## src/rtl/fnd_scan_ctrl.sv

```systemverilog
// N-digit multiplexed common-anode 7-segment controller with a sequential
// double-dabble converter. Define FND_LZB_EN to enable leading-zero blanking.
module fnd_scan_ctrl #(
  parameter int NUM_DIGITS = 4,
  parameter int DATA_W     = 14,
  parameter int CLK_HZ     = 100_000_000,
  parameter int SCAN_HZ    = 1000
) (
  input  logic                  clk,
  input  logic                  rst,
  input  logic                  load,
  input  logic [DATA_W-1:0]     in_data,
  input  logic [NUM_DIGITS-1:0] dot_mask,
  output logic                  busy,
  output logic                  ovf,
  output logic [NUM_DIGITS-1:0] fnd_digit,
  output logic [7:0]            fnd_data
);

  localparam int DIV   = CLK_HZ / SCAN_HZ;
  localparam int BCD_W = 4 * NUM_DIGITS;
  localparam int SR_W  = BCD_W + DATA_W;
  localparam int CNT_W = $clog2(DATA_W + 1);
  localparam int PS_W  = $clog2(DIV);
  localparam int IDX_W = $clog2(NUM_DIGITS);

  function automatic logic [63:0] max_display(input int n);
    logic [63:0] p;
    p = 64'd1;
    for (int i = 0; i < n; i++) p = p * 64'd10;
    return p - 64'd1;
  endfunction

  localparam logic [63:0] MAX_VAL = max_display(NUM_DIGITS);

  function automatic logic [7:0] glyph(input logic [3:0] v);
    case (v)
      4'd0:    glyph = 8'hC0;
      4'd1:    glyph = 8'hF9;
      4'd2:    glyph = 8'hA4;
      4'd3:    glyph = 8'hB0;
      4'd4:    glyph = 8'h99;
      4'd5:    glyph = 8'h92;
      4'd6:    glyph = 8'h82;
      4'd7:    glyph = 8'hF8;
      4'd8:    glyph = 8'h80;
      4'd9:    glyph = 8'h90;
      default: glyph = 8'hFF;
    endcase
  endfunction

  typedef enum logic {ST_IDLE, ST_CONV} state_t;

  state_t                state_q, state_d;
  logic [SR_W-1:0]       sr_q, sr_d, sr_adj, sr_step;
  logic [CNT_W-1:0]      cnt_q, cnt_d;
  logic [NUM_DIGITS-1:0] dot_pend_q, dot_pend_d;
  logic                  ovf_pend_q, ovf_pend_d;
  logic [BCD_W-1:0]      disp_bcd_q, disp_bcd_d;
  logic [NUM_DIGITS-1:0] disp_dot_q, disp_dot_d;
  logic                  disp_ovf_q, disp_ovf_d;
  logic                  accept, last_iter, commit;

  logic [PS_W-1:0]       presc_q, presc_d;
  logic [IDX_W-1:0]      idx_q, idx_d;
  logic [NUM_DIGITS-1:0] digit_q, digit_d;
  logic [7:0]            seg_q, seg_d, seg_cur;
  logic [3:0]            nib_cur;
  logic [NUM_DIGITS-1:0] shown;
  logic                  tick;

  assign accept    = load && (state_q == ST_IDLE);
  assign last_iter = (state_q == ST_CONV) && (cnt_q == CNT_W'(DATA_W - 1));

  // Add-3 correction on every BCD nibble, then a single left shift.
  assign sr_adj[DATA_W-1:0] = sr_q[DATA_W-1:0];
  for (genvar gi = 0; gi < NUM_DIGITS; gi++) begin : g_adj
    logic [3:0] nib;
    assign nib = sr_q[DATA_W + 4*gi +: 4];
    assign sr_adj[DATA_W + 4*gi +: 4] = (nib >= 4'd5) ? nib + 4'd3 : nib;
  end
  assign sr_step = sr_adj << 1;

  always_ff @(posedge clk or posedge rst) begin
    if (rst) state_q <= ST_IDLE;
    else     state_q <= state_d;
  end

  always_comb begin
    state_d = state_q;
    case (state_q)
      ST_IDLE: if (load)      state_d = ST_CONV;
      ST_CONV: if (last_iter) state_d = ST_IDLE;
      default:                state_d = ST_IDLE;
    endcase
  end

  always_comb begin
    busy   = (state_q == ST_CONV);
    commit = last_iter;
  end

  always_comb begin
    sr_d       = sr_q;
    cnt_d      = cnt_q;
    dot_pend_d = dot_pend_q;
    ovf_pend_d = ovf_pend_q;
    disp_bcd_d = disp_bcd_q;
    disp_dot_d = disp_dot_q;
    disp_ovf_d = disp_ovf_q;
    if (accept) begin
      sr_d       = {{BCD_W{1'b0}}, in_data};
      cnt_d      = '0;
      dot_pend_d = dot_mask;
      ovf_pend_d = (64'(in_data) > MAX_VAL);
    end else if (busy) begin
      sr_d  = sr_step;
      cnt_d = cnt_q + CNT_W'(1);
      if (commit) begin
        disp_bcd_d = sr_step[SR_W-1 -: BCD_W];
        disp_dot_d = dot_pend_q;
        disp_ovf_d = ovf_pend_q;
      end
    end
  end

`ifdef FND_LZB_EN
  // A digit is shown once any digit at or above it is nonzero; digit 0 always.
  always_comb begin
    logic seen;
    seen  = 1'b0;
    shown = '0;
    for (int i = NUM_DIGITS - 1; i >= 0; i--) begin
      seen     = seen | (disp_bcd_q[4*i +: 4] != 4'd0);
      shown[i] = seen | (i == 0);
    end
  end
`else
  assign shown = '1;
`endif

  assign tick    = (presc_q == PS_W'(DIV - 1));
  assign nib_cur = disp_bcd_q[4*idx_q +: 4];

  always_comb begin
    if (disp_ovf_q) begin
      seg_cur = 8'hBF;
    end else begin
      seg_cur = shown[idx_q] ? glyph(nib_cur) : 8'hFF;
      if (disp_dot_q[idx_q]) seg_cur[7] = 1'b0;
    end
  end

  always_comb begin
    presc_d = presc_q + PS_W'(1);
    idx_d   = idx_q;
    digit_d = digit_q;
    seg_d   = seg_q;
    if (tick) begin
      presc_d        = '0;
      idx_d          = (idx_q == IDX_W'(NUM_DIGITS - 1)) ? '0 : idx_q + IDX_W'(1);
      digit_d        = '1;
      digit_d[idx_q] = 1'b0;
      seg_d          = seg_cur;
    end
  end

  always_ff @(posedge clk or posedge rst) begin
    if (rst) begin
      sr_q       <= '0;
      cnt_q      <= '0;
      dot_pend_q <= '0;
      ovf_pend_q <= 1'b0;
      disp_bcd_q <= '0;
      disp_dot_q <= '0;
      disp_ovf_q <= 1'b0;
      presc_q    <= '0;
      idx_q      <= '0;
      digit_q    <= '1;
      seg_q      <= 8'hFF;
    end else begin
      sr_q       <= sr_d;
      cnt_q      <= cnt_d;
      dot_pend_q <= dot_pend_d;
      ovf_pend_q <= ovf_pend_d;
      disp_bcd_q <= disp_bcd_d;
      disp_dot_q <= disp_dot_d;
      disp_ovf_q <= disp_ovf_d;
      presc_q    <= presc_d;
      idx_q      <= idx_d;
      digit_q    <= digit_d;
      seg_q      <= seg_d;
    end
  end

  assign ovf       = disp_ovf_q;
  assign fnd_digit = digit_q;
  assign fnd_data  = seg_q;

endmodule
```

## config.mk

```make
export PLATFORM = sky130hd
export DESIGN_NAME = fnd_scan_ctrl
export DESIGN_NICKNAME = d
export VERILOG_FILES = /design/src/rtl/fnd_scan_ctrl.sv
export SDC_FILE = /design/constraint.sdc
export NUM_CORES = 1
export LEC_CHECK = 0
export BUFFER_PORTS_ARGS = -buffer_cell sky130_fd_sc_hd__buf_4
export CELL_PAD_IN_SITES_DETAIL_PLACEMENT = 0
export CELL_PAD_IN_SITES_GLOBAL_PLACEMENT = 1
export CORE_MARGIN = 8
export CORE_UTILIZATION = 52
export DETAILED_ROUTE_END_ITERATION = 12
export HOLD_SLACK_MARGIN = 0.06
export PLACE_DENSITY_LB_ADDON = 0.1
export RECOVER_POWER = 100
export SYNTH_ARGS = -nofsm -noshare
export SYNTH_HDL_FRONTEND = slang
export SYNTH_SLANG_ARGS = --single-unit
```

## constraint.sdc

```tcl
create_clock -name clk -period 6.95 [get_ports clk]
set_clock_uncertainty 0.1 [all_clocks]
set_input_delay 0.3475 -clock clk [delete_from_list [all_inputs] [get_ports clk]]
set_output_delay 0.3475 -clock clk [all_outputs]
set_load 0.02 [all_outputs]
```

==> results of run 1 <==
## synthesized netlist by cell type (2+ instances only)
master	count
xor2_1	8
nand4_1	4
nor2_1	16
a31oi_1	2
o31ai_1	9
clkbuf_1	14
inv_1	20
ha_1	21
and2_1	2
mux4_1	2
mux2_4	4
nand2b_1	13
mux4_2	3
o211ai_1	3
nand3_1	10
and4_1	3
or4_1	2
dfstp_2	12
o21ai_0	42
nor3_1	2
buf_2	2
nor3b_1	15
buf_6	2
a21o_1	4
dfrtp_1	80
mux2i_1	29
mux2_2	15
nand2_1	40
nor2b_1	5
a21oi_1	16
xnor2_1	11
## routing by layer
layer,track usage,vias up,routed length (µm)
li1,-,1549,-
met1,0.1812,1544,4146
met2,0.2417,44,4154
met3,0.03788,10,267
met4,0.04865,0,100
met5,0,-,0
## cell type report
cell class                      count  area (µm²)  area share
Timing Repair Buffer               38       242.7     0.04755
Sequential cell                    92        2317      0.4539
Tap cell                          108       135.1     0.02647
Clock buffer                       10       137.6     0.02696
Clock inverter                      6       38.79    0.007598
Inverter                           20       76.32     0.01495
Multi-Input combinational cell    294        2157      0.4225
## kinds of logic (layout without fill, tap and decap cells)
| kind of cell | after synthesis | count (layout) | synth area share |
|---|---|---|---|
| AO/OA/AOI/OAI | 82 | 82 | 0.1036 |
| flip-flops | 92 | 92 | 0.4970 |
| buffers and inverters | 38 | 74 | 0.03435 |
| XOR/XNOR | 19 | 19 | 0.03570 |
| multiplexers | 53 | 53 | 0.1371 |
| adder cells (fa/ha/maj) | 21 | 21 | 0.05636 |
| AND/OR/NAND/NOR | 119 | 119 | 0.1358 |
## worst min-delay path by stage
| stage | endpoint | slack, ns | cells after the start |
|---|---|---|---|
| after floorplan | disp_bcd_q[4] | 0.34 | 2 |
| after global placement | sr_q[27] | 0.26 | 2 |
| after detailed placement | sr_q[27] | 0.27 | 2 |
| after CTS | dot_pend_q[0] | 0.09 | 2 |
| after global routing | dot_pend_q[0] | 0.09 | 2 |
| final | dot_pend_q[0] | 0.12 | 2 |
## registers in the layout, indices dropped and copies added (netlist names)
name        cells
idx_q           2
fnd_data        8
busy            1
cnt_q           4
fnd_digit       4
sr_q           30
dot_pend_q      4
disp_dot_q      4
disp_bcd_q     16
ovf             1
ovf_pend_q      1
presc_q        17
## metrics by stage
| step | utilization | cell area, µm² | hold WS (ns) | worst slack [ns] |
|---|---|---|---|---|
| after CTS | 0.5938 | 5179 | 0.09202 | 4.263 |
| after global routing | 0.5854 | 5105 | 0.08970 | 3.370 |
| after detailed placement | 0.5725 | 4992 | 0.2739 | 4.307 |
| final | 0.5854 | 5105 | 0.1169 | 3.666 |
| after global placement | 0.5725 | 4992 | 0.2597 | 4.431 |
| after floorplan | - | 4662 | 0.3416 | 4.130 |
## power by group
| part | total (mW) | leakage, nW | internal [mW] | switching [mW] |
|---|---|---|---|---|
| logic | 0.636 | 1.09 | 0.299 | 0.336 |
| clock network | 0.326 | 0.0885 | 0.139 | 0.187 |
| registers | 0.802 | 1.15 | 0.690 | 0.112 |
==> metrics.md, run 1 <==
| Metric | Value |
|---|---|
| Status | finished with violations |
| Failing checks | capacitance limit, slew limit |
| H-tree depth | 3 |
| Worst-Skew Late Latency | 0.35 ns |
| GR Util All Layers | 0.1462 |
| CP endpoint | busy |
| Number of antenna-violating nets in the routed design | 0 |
| Cell area after synthesis | 4662 µm² |
| Crit end category | output pin |
| DR vias/cell | 5.540 |
| Leakage | 2.333 nW |
| Crit-path cells | clkbuf_1, clkbuf_1 |
| WP data arrival | 2.84 ns |
| Reg2reg end | ovf_pend_q |
| Final Hold Fails | 0 |
| Die width | 110.7 µm |
| CTS Sinks | 92 |
| Top Ports | 35 |
| Post-CTS setup buffers | 0 |
| Total Power | 1.763 mW |
| Die footprint | 12,250 µm² |
| # placed instances | 551 |
| Max Freq | 0.3045 GHz |
| DRT Wirelength | 8668 µm |
| Worst hold start | dot_mask[0] |
| CP Data Required Time | 6.50 ns |
| DRT Pass-1 Iters | 4 |
| Min-delay worst type | input pin to flop |
| Peak supply drop | 0.1614 mV |
| Global-route wire length before repair | 14,930 µm |
| Slowest-stage cell, CP | clkbuf_1 |
| Wire length per cell | 15.26 µm |
| Top cells by area, synth | dfrtp_1 (43%), dfstp_2 (6.8%), mux2i_1 (6.2%) |
| Layout net count | 497 |
| CTS buffer count | 9 |
| Worst Tran Pin Value | 2.255 ns |
| Antenna diodes | 0 |
| Crit path launch | busy |
| CTS tree | done |
| Worst r2r src | busy |
| CTS clk-pin slew, worst paths | 0.09 ns |
| Vias in the first global route | 3,158 |
| Reg2reg path depth | 4 |
| Fraction of registers with async set/reset | 1.000 |
| Max Cap Viol | 1 |
| Initial Util | 0.5346 |
| 1st-iter DRT viols | 97 |
| Post-synthesis register bit count | 92 |
| Crit share post-route | 0.4726 |
| Layout cell share with drive strength beyond 1 | 0.1543 |
| Area Growth Syn to Fin | 9.501% |
| Post-CTS sizing | 0 |
| # hold bufs at CTS | 1 |
| Crit-path max FO | 54 |
| Via Count | 3,147 |
| Mapped Nets | 466 |
| Sequential fraction of the synthesis area | 0.4970 |
| CP delay by family, top | buffers and inverters |
| Finished Layout Cells | 568 |
| CP peak stage delay | 1.65 ns |
| Relative slew margins | -0.5036 |
| Fill cells | 754 |
| Crit path depth | 2 |
| Critical path launch point type | flop |
| Clock Path Buffers | 2 |
| Syn_area_per_cell | 11.00 µm² |
| Most common cell after layout, fill and taps aside | dfrtp_1 |
| Synth top area share | 0.4294 |
| CTS root buffer | clkbuf_8 |
| Final slew viol count | 55 |
| Most frequent cells in the layout | dfrtp_1 (80), o21ai_0 (42), nand2_1 (40) |
| Crit path buf inv count | 2 |
| Drt drc | 0 |
| Mapped Cells | 424 |
| Setup_tns | 0 ns |
| Setup violators final | 0 |
| Number of flops mapped to enable cells by yosys | 0 |
| Crit path time final | 3.284 ns |
| Largest net degree at the start of global routing | 70 |
| Worst path most repeated cell | clkbuf_1 |
| Post-synth top area cell | dfrtp_1 |
| Die H | 110.7 µm |
| Rows | 34 |
| Top FF cell, synth | dfrtp_1 |
| Port buffer count | 34 |
| Reg-to-reg slack, setup | 3.72 ns |
| Synth unique cells | 44 |
| Grt ovf | 0 |
| RePlAce Congestion | 0.7434 |
| Initial antenna violation count | 0 |
| Power Density | 345.4 nW/µm² |
| Post-DP HPWL | 6101 µm |
| RSZ-0062 raised after global routing | false |
| Yosys warns | 0 |
| Core Footprint | 8721 µm² |
| Crit path kind | flop to output pin |
No activity file was read; power rests on OpenSTA's default activity.
==> run 2: changes to the inputs <==
- CORE_UTILIZATION: 52 -> 48
- clock period: 6.95 -> 3.4 ns (I/O delays scaled with it)
==> run 2 against run 1 <==
  * The run still ends with capacitance limit, slew limit left
  * Clock power rose to 2.6 times the previous value
  * Sequential share of layout area shrank 2.5 points
  * Power up 120%
  * Non-clock buffer count increased by 21
  * Setup slack got worse by 2.8 ns
  * Critical path depth up 1
  * Sequential cell count is the same
  * Critical endpoint is now disp_dot_q[0]
==> metrics.md, run 2 (same netlist as run 1, synthesis figures left out) <==
| Metric | Value |
|---|---|
| Post-DP HPWL | 6170 µm |
| CTS Sinks | 92 |
| Die H | 114.6 µm |
| Number of antenna-violating nets in the routed design | 0 |
| CP Data Required Time | 3.55 ns |
| CTS tree | done |
| Crit end category | flop |
| Initial antenna violation count | 0 |
| Min-delay worst type | input pin to flop |
| Relative slew margins | -0.5740 |
| Crit path time final | 2.544 ns |
| Largest net degree at the start of global routing | 55 |
| CTS clk-pin slew, worst paths | 0.09 ns |
| Clock Path Buffers | 2 |
| GR Util All Layers | 0.1489 |
| Switching pwr | 1.298 mW |
| Hold path cells | 2 |
| Reg2reg path depth | 3 |
| H-tree depth | 3 |
| Top Ports | 35 |
| Port buffer count | 34 |
| Vias in the first global route | 3,318 |
| Crit share post-route | 0.7481 |
| Via Count | 3,207 |
| Hold_ws | 0.2153 ns |
| Wire length per cell | 14.49 µm |
| Setup_tns | 0 ns |
| Antenna diodes | 0 |
| Layout cell share with drive strength beyond 1 | 0.1497 |
| Register area | 2317 µm² |
| Multi-input gate area | 2157 µm² |
| Most frequent cells in the layout | dfrtp_1 (80), o21ai_0 (42), nand2_1 (40) |
| Internal power | 2.505 mW |
| Setup violators final | 0 |
| CTS root buffer | clkbuf_8 |
| Failing checks | capacitance limit, slew limit |
| DRT Pass-1 Iters | 5 |
| Global-route wire length before repair | 15,630 µm |
| Area Growth Syn to Fin | 16.00% |
| Initial Util | 0.4859 |
| Final slew viol count | 55 |
| Status | finished with violations |
| Crit-path max FO | 34 |
| Post-CTS sizing | 0 |
| Switch share | 0.3413 |
| Clk pwr share | 0.223 |
| Drt drc | 0 |
| Logic pwr share | 0.342 |
| Grt ovf | 0 |
| Biggest regs | sr_q (30), presc_q (17), disp_bcd_q (16) |
| Die footprint | 13,120 µm² |
| Max FFs per register | 30 |
| RSZ-0062 raised after global routing | false |
| Sequential power share | 0.435 |
| Crit path kind | flop to flop |
| Power Density | 703.2 nW/µm² |
| Fill cells | 879 |
| Final Hold Fails | 0 |
| DRT Wirelength | 8899 µm |
| 1st-iter DRT viols | 150 |
| Die width | 114.6 µm |
| Core Footprint | 9594 µm² |
| DR vias/cell | 5.223 |
| Critical path launch point type | flop |
| Max Freq | 0.3931 GHz |
| Max Cap Viol | 1 |
| Worst Tran Pin Value | 2.348 ns |
| Leakage | 2.463 nW |
| Worst-Skew Late Latency | 0.36 ns |
| Top reg by flops | sr_q |
| Most common cell after layout, fill and taps aside | dfrtp_1 |
| Peak supply drop | 0.3497 mV |
| WP data arrival | 2.69 ns |
| Layout net count | 518 |
| CTS buffer count | 9 |
| RePlAce Congestion | 0.7632 |
| Rows | 36 |
==> run 2: cell types whose count changed in the layout (fill, tap and decap cells not counted), sizes merged <==
cell,before,now
clkinv,3,2
clkinvlp,3,1
bufinv,0,2
dlygate4sd3,1,20
inv,20,19
buf,24,28
==> run 2: what timing repair did <==
item,in CTS,in global routing
hold endpoints to repair,69,0
buffers inserted,0,0
hold buffers,20,0
setup endpoints to repair,0,0
==> run 2: final timing paths <==
path	start	to	slack, ns
worst max register to register	busy	disp_dot_q[0]	0.86
worst min-delay path	load	sr_q[14]	0.22
worst min register to register	disp_bcd_q[4]	disp_bcd_q[4]	0.38
min in group asynchronous	rst	disp_bcd_q[11]	0.90
max in group asynchronous	rst	sr_q[0]	1.01
worst max-delay path	busy	disp_dot_q[0]	0.86
==> run 2: layout make-up <==
type | count | share of cell area
Clock buffer | 12 | 0.03054
Inverter | 20 | 0.01411
Timing Repair Buffer | 59 | 0.08422
Sequential cell | 92 | 0.4285
Multi-Input combinational cell | 294 | 0.3989
Clock inverter | 4 | 0.01296
Tap cell | 133 | 0.03077
==> run 2: power by group through the flow <==
stage / Sequential [mW] / Combinational, mW / Clock, mW
final: 1.65 / 1.30 / 0.849
after global routing: 1.70 / 1.47 / 0.924
after CTS: 1.66 / 1.33 / 0.887
after detailed placement: 1.68 / 1.30 / 0
after global placement: 1.67 / 1.26 / 0
after floorplan: 1.59 / 1.07 / 0
==> run 2: stage by stage <==
stage	util	std cells	area (µm²)	total power [mW]	setup slack, ns
after floorplan	-	424	4662	2.664	0.7579
after global placement	0.5252	578	5039	2.935	1.108
after detailed placement	0.5252	578	5039	2.979	1.062
after CTS	0.5706	614	5474	3.878	1.041
after global routing	0.5636	614	5408	4.099	0.4872
final	0.5636	614	5408	3.803	0.8564
==> run 2: routing by layer <==
layer | up-vias | track usage | wire [µm]
li1 | 1594 | - | -
met1 | 1549 | 0.1834 | 4130
met2 | 54 | 0.2438 | 4313
met3 | 10 | 0.03956 | 352
met4 | 0 | 0.05679 | 102
met5 | - | 0 | 0
==> run 2: critical path: stages (launching register included) <==
cell	delay (ns)
dfrtp_1	0.68
nand4_1	0.21
clkbuf_1	1.00
mux2_2	0.43
==> run 3: changes to the inputs <==
- ABC_AREA: default -> 1
- CORE_UTILIZATION: 48 -> 41
- clock period: 3.4 -> 2.2 ns (I/O delays scaled with it)
==> run 3 against run 2 <==
  * The flow now finishes without violations
  * Count of clock-buffer cells in the layout unchanged
  * Critical path depth grew 2
  * Synthesized cell count is 30% higher
  * Largest power group unchanged
  * Highest routed layer unchanged
==> metrics.md, run 3 <==
| Metric | Value |
|---|---|
| Rows | 39 |
| Layout cell share with drive strength beyond 1 | 0.1367 |
| CP delay by family, top | buffers and inverters |
| Worst-Skew Late Latency | 0.34 ns |
| 1st-iter DRT viols | 141 |
| CTS Sinks | 92 |
| Post-CTS setup buffers | 0 |
| Via Count | 3,695 |
| Fraction of registers with async set/reset | 1.000 |
| Top-count cell post-synth | nand2_1 |
| Placed instance area | 5126 µm² |
| Wire length per cell | 13.24 µm |
| Drt drc | 0 |
| Worst Tran Pin Value | 0.8807 ns |
| Reg2reg path depth | 5 |
| Final slew viol count | 0 |
| Number of flops mapped to enable cells by yosys | 0 |
| Crit share post-route | 0.9390 |
| Biggest regs | sr_q (30), presc_q (17), disp_bcd_q (16) |
| Sequential fraction of the synthesis area | 0.4976 |
| Yosys warns | 0 |
| Max Freq | 0.4841 GHz |
| Initial Util | 0.4131 |
| Top cells by area, synth | dfrtp_1 (43%), nand2_1 (12%), dfstp_2 (6.8%) |
| Port buffer count | 34 |
| Post-synth top area cell | dfrtp_1 |
| Crit path kind | flop to flop |
| Synth top area share | 0.4299 |
| Crit path time final | 2.066 ns |
| Final Cell Area | 5578 µm² |
| Initial antenna violation count | 0 |
| Setup_tns | 0 ns |
| Top Ports | 35 |
| Crit end category | flop |
| DRT Wirelength | 10,130 µm |
| Mapped Nets | 594 |
| Power Density | 1131 nW/µm² |
| Commonest cells in the netlist | nand2_1 (152), dfrtp_1 (80), inv_1 (55) |
| Area Growth Syn to Fin | 19.77% |
| Die width | 122.6 µm |
| GR Util All Layers | 0.1475 |
| CTS tree | done |
| Reg2reg end | sr_q[6] |
| Reg-to-reg slack, setup | 0.13 ns |
| Critical path launch point type | flop |
| WP data arrival | 2.24 ns |
| Top FF cell, synth | dfrtp_1 |
| Worst r2r src | busy |
| DR vias/cell | 4.830 |
| CP peak stage delay | 0.59 ns |
| CP Data Required Time | 2.38 ns |
| Grt ovf | 0 |
| RePlAce Congestion | 0.8164 |
| Cell area after synthesis | 4657 µm² |
| Most frequent cells in the layout | nand2_1 (153), dfrtp_1 (80), inv_1 (56) |
| Post-synthesis register bit count | 92 |
| RSZ-0062 raised after global routing | false |
| Slowest-stage cell, CP | dfrtp_1 |
| CTS buffer count | 9 |
| Layout net count | 659 |
| Final Hold Fails | 0 |
| DRT Pass-1 Iters | 4 |
| Syn_area_per_cell | 8.437 µm² |
| Die footprint | 15,020 µm² |
| Antenna diodes | 0 |
| Peak supply drop | 0.4817 mV |
| Crit-path cells | buf_4, inv_1, buf_12, o211ai_1, dlygate4sd3_1 |
| Min-delay worst type | input pin to async pin |
| Synth unique cells | 36 |
| Status | completed |
| Post-DP HPWL | 7401 µm |
| Crit path buf inv count | 4 |
| Largest net degree at the start of global routing | 35 |
| Global-route wire length before repair | 17,710 µm |
| Vias in the first global route | 3,652 |
| Top reg by flops | sr_q |
| Crit path launch | busy |
| Number of antenna-violating nets in the routed design | 0 |
| Setup violators final | 0 |
| Leakage | 2.736 nW |
| CTS clk-pin slew, worst paths | 0.06 ns |
| H-tree depth | 3 |
| CTS root buffer | clkbuf_16 |
| Relative slew margins | 0.4096 |
| Core Footprint | 11,270 µm² |
| Die H | 122.6 µm |
| Max Cap Viol | 0 |
| Most common cell after layout, fill and taps aside | nand2_1 |
| Clock Path Buffers | 2 |
| Max FFs per register | 30 |
| Mapped Cells | 552 |
| Crit-path max FO | 16 |
## run 3: cell count changes in the layout (fill, tap and decap cells not counted), moves of 10 or more
cell,before,now
nand2_1,40,153
inv_1,19,56
nor2_1,17,53
mux2i_1,29,0
mux2_2,15,0
nand3_1,11,26
nor3b_1,15,1
o22ai_1,0,14
nand2b_1,13,0
xnor2_1,11,0
clkbuf_8,12,2
## run 3: power by group
group / leakage (nW) / internal, mW / switching, mW / total [mW]
Sequential: 1.14 / 2.20 / 0.321 / 2.52
Clock: 0.149 / 0.939 / 0.639 / 1.58
Combinational: 1.44 / 0.866 / 1.34 / 2.21
Total: 2.74 / 4.01 / 2.30 / 6.31
## run 3: layer usage
metal | share of wire | vias up | routed length (µm) | global-route usage
met5 | 0 | - | 0 | 0
met3 | 0.034 | 11 | 340 | 0.03036
met2 | 0.48 | 49 | 4818 | 0.2381
met1 | 0.48 | 1737 | 4812 | 0.1923
met4 | 0.015 | 0 | 154 | 0.05407
li1 | - | 1898 | - | -
## run 3: per-stage QoR
step	total power, mW	util	cells	hold slack [ns]	setup slack [ns]
6_report	6.307	0.4948	765	0.3616	0.1343
5_1_grt	6.866	0.4948	765	0.3883	0.01251
4_1_cts	6.427	0.5039	765	0.2677	0.04700
3_5_place_dp	4.730	0.4548	724	0.07927	0.4240
3_3_place_gp	4.681	0.4548	724	0.07400	0.4477
2_1_floorplan	4.075	-	552	0.1266	0.5932
## run 3: worst max-delay path by stage
stage,endpoint,slack [ns],depth (start not counted)
4_1_cts,sr_q[3],0.05,5
2_1_floorplan,fnd_data[3],0.59,11
3_3_place_gp,sr_q[19],0.45,7
6_report,sr_q[6],0.13,5
3_5_place_dp,fnd_data[2],0.42,10
5_1_grt,sr_q[6],0.01,5
## run 3: what timing repair did
item	in CTS	in global routing
endpoints found under the hold margin	36	0
hold buffers	25	0
resized for setup	0	1
endpoints found under the setup margin	0	5
## run 3: worst reg2reg max path, delay by kind of cell, from the launching register on
kind            cells  cell delay (ns)
buf+inv             4             1.16
flops               1             0.59
compound gates      1             0.16
## run 3: cell families after synthesis
logic type      synth area share
simple gates              0.2536
flops                     0.4976
buf+inv                  0.06824
compound gates           0.09592
fa+ha+maj                0.05642
xor+xnor                 0.02821
## run 3: area by class of cell
cell class / count / area, µm²
fill: 1080 / 5694
inverter: 65 / 245.2
clock buffer: 12 / 256.5
multi-input combinational: 381 / 2004
clock inverter: 4 / 47.55
timing repair buffer: 68 / 528.0
tap: 143 / 178.9
sequential: 92 / 2317
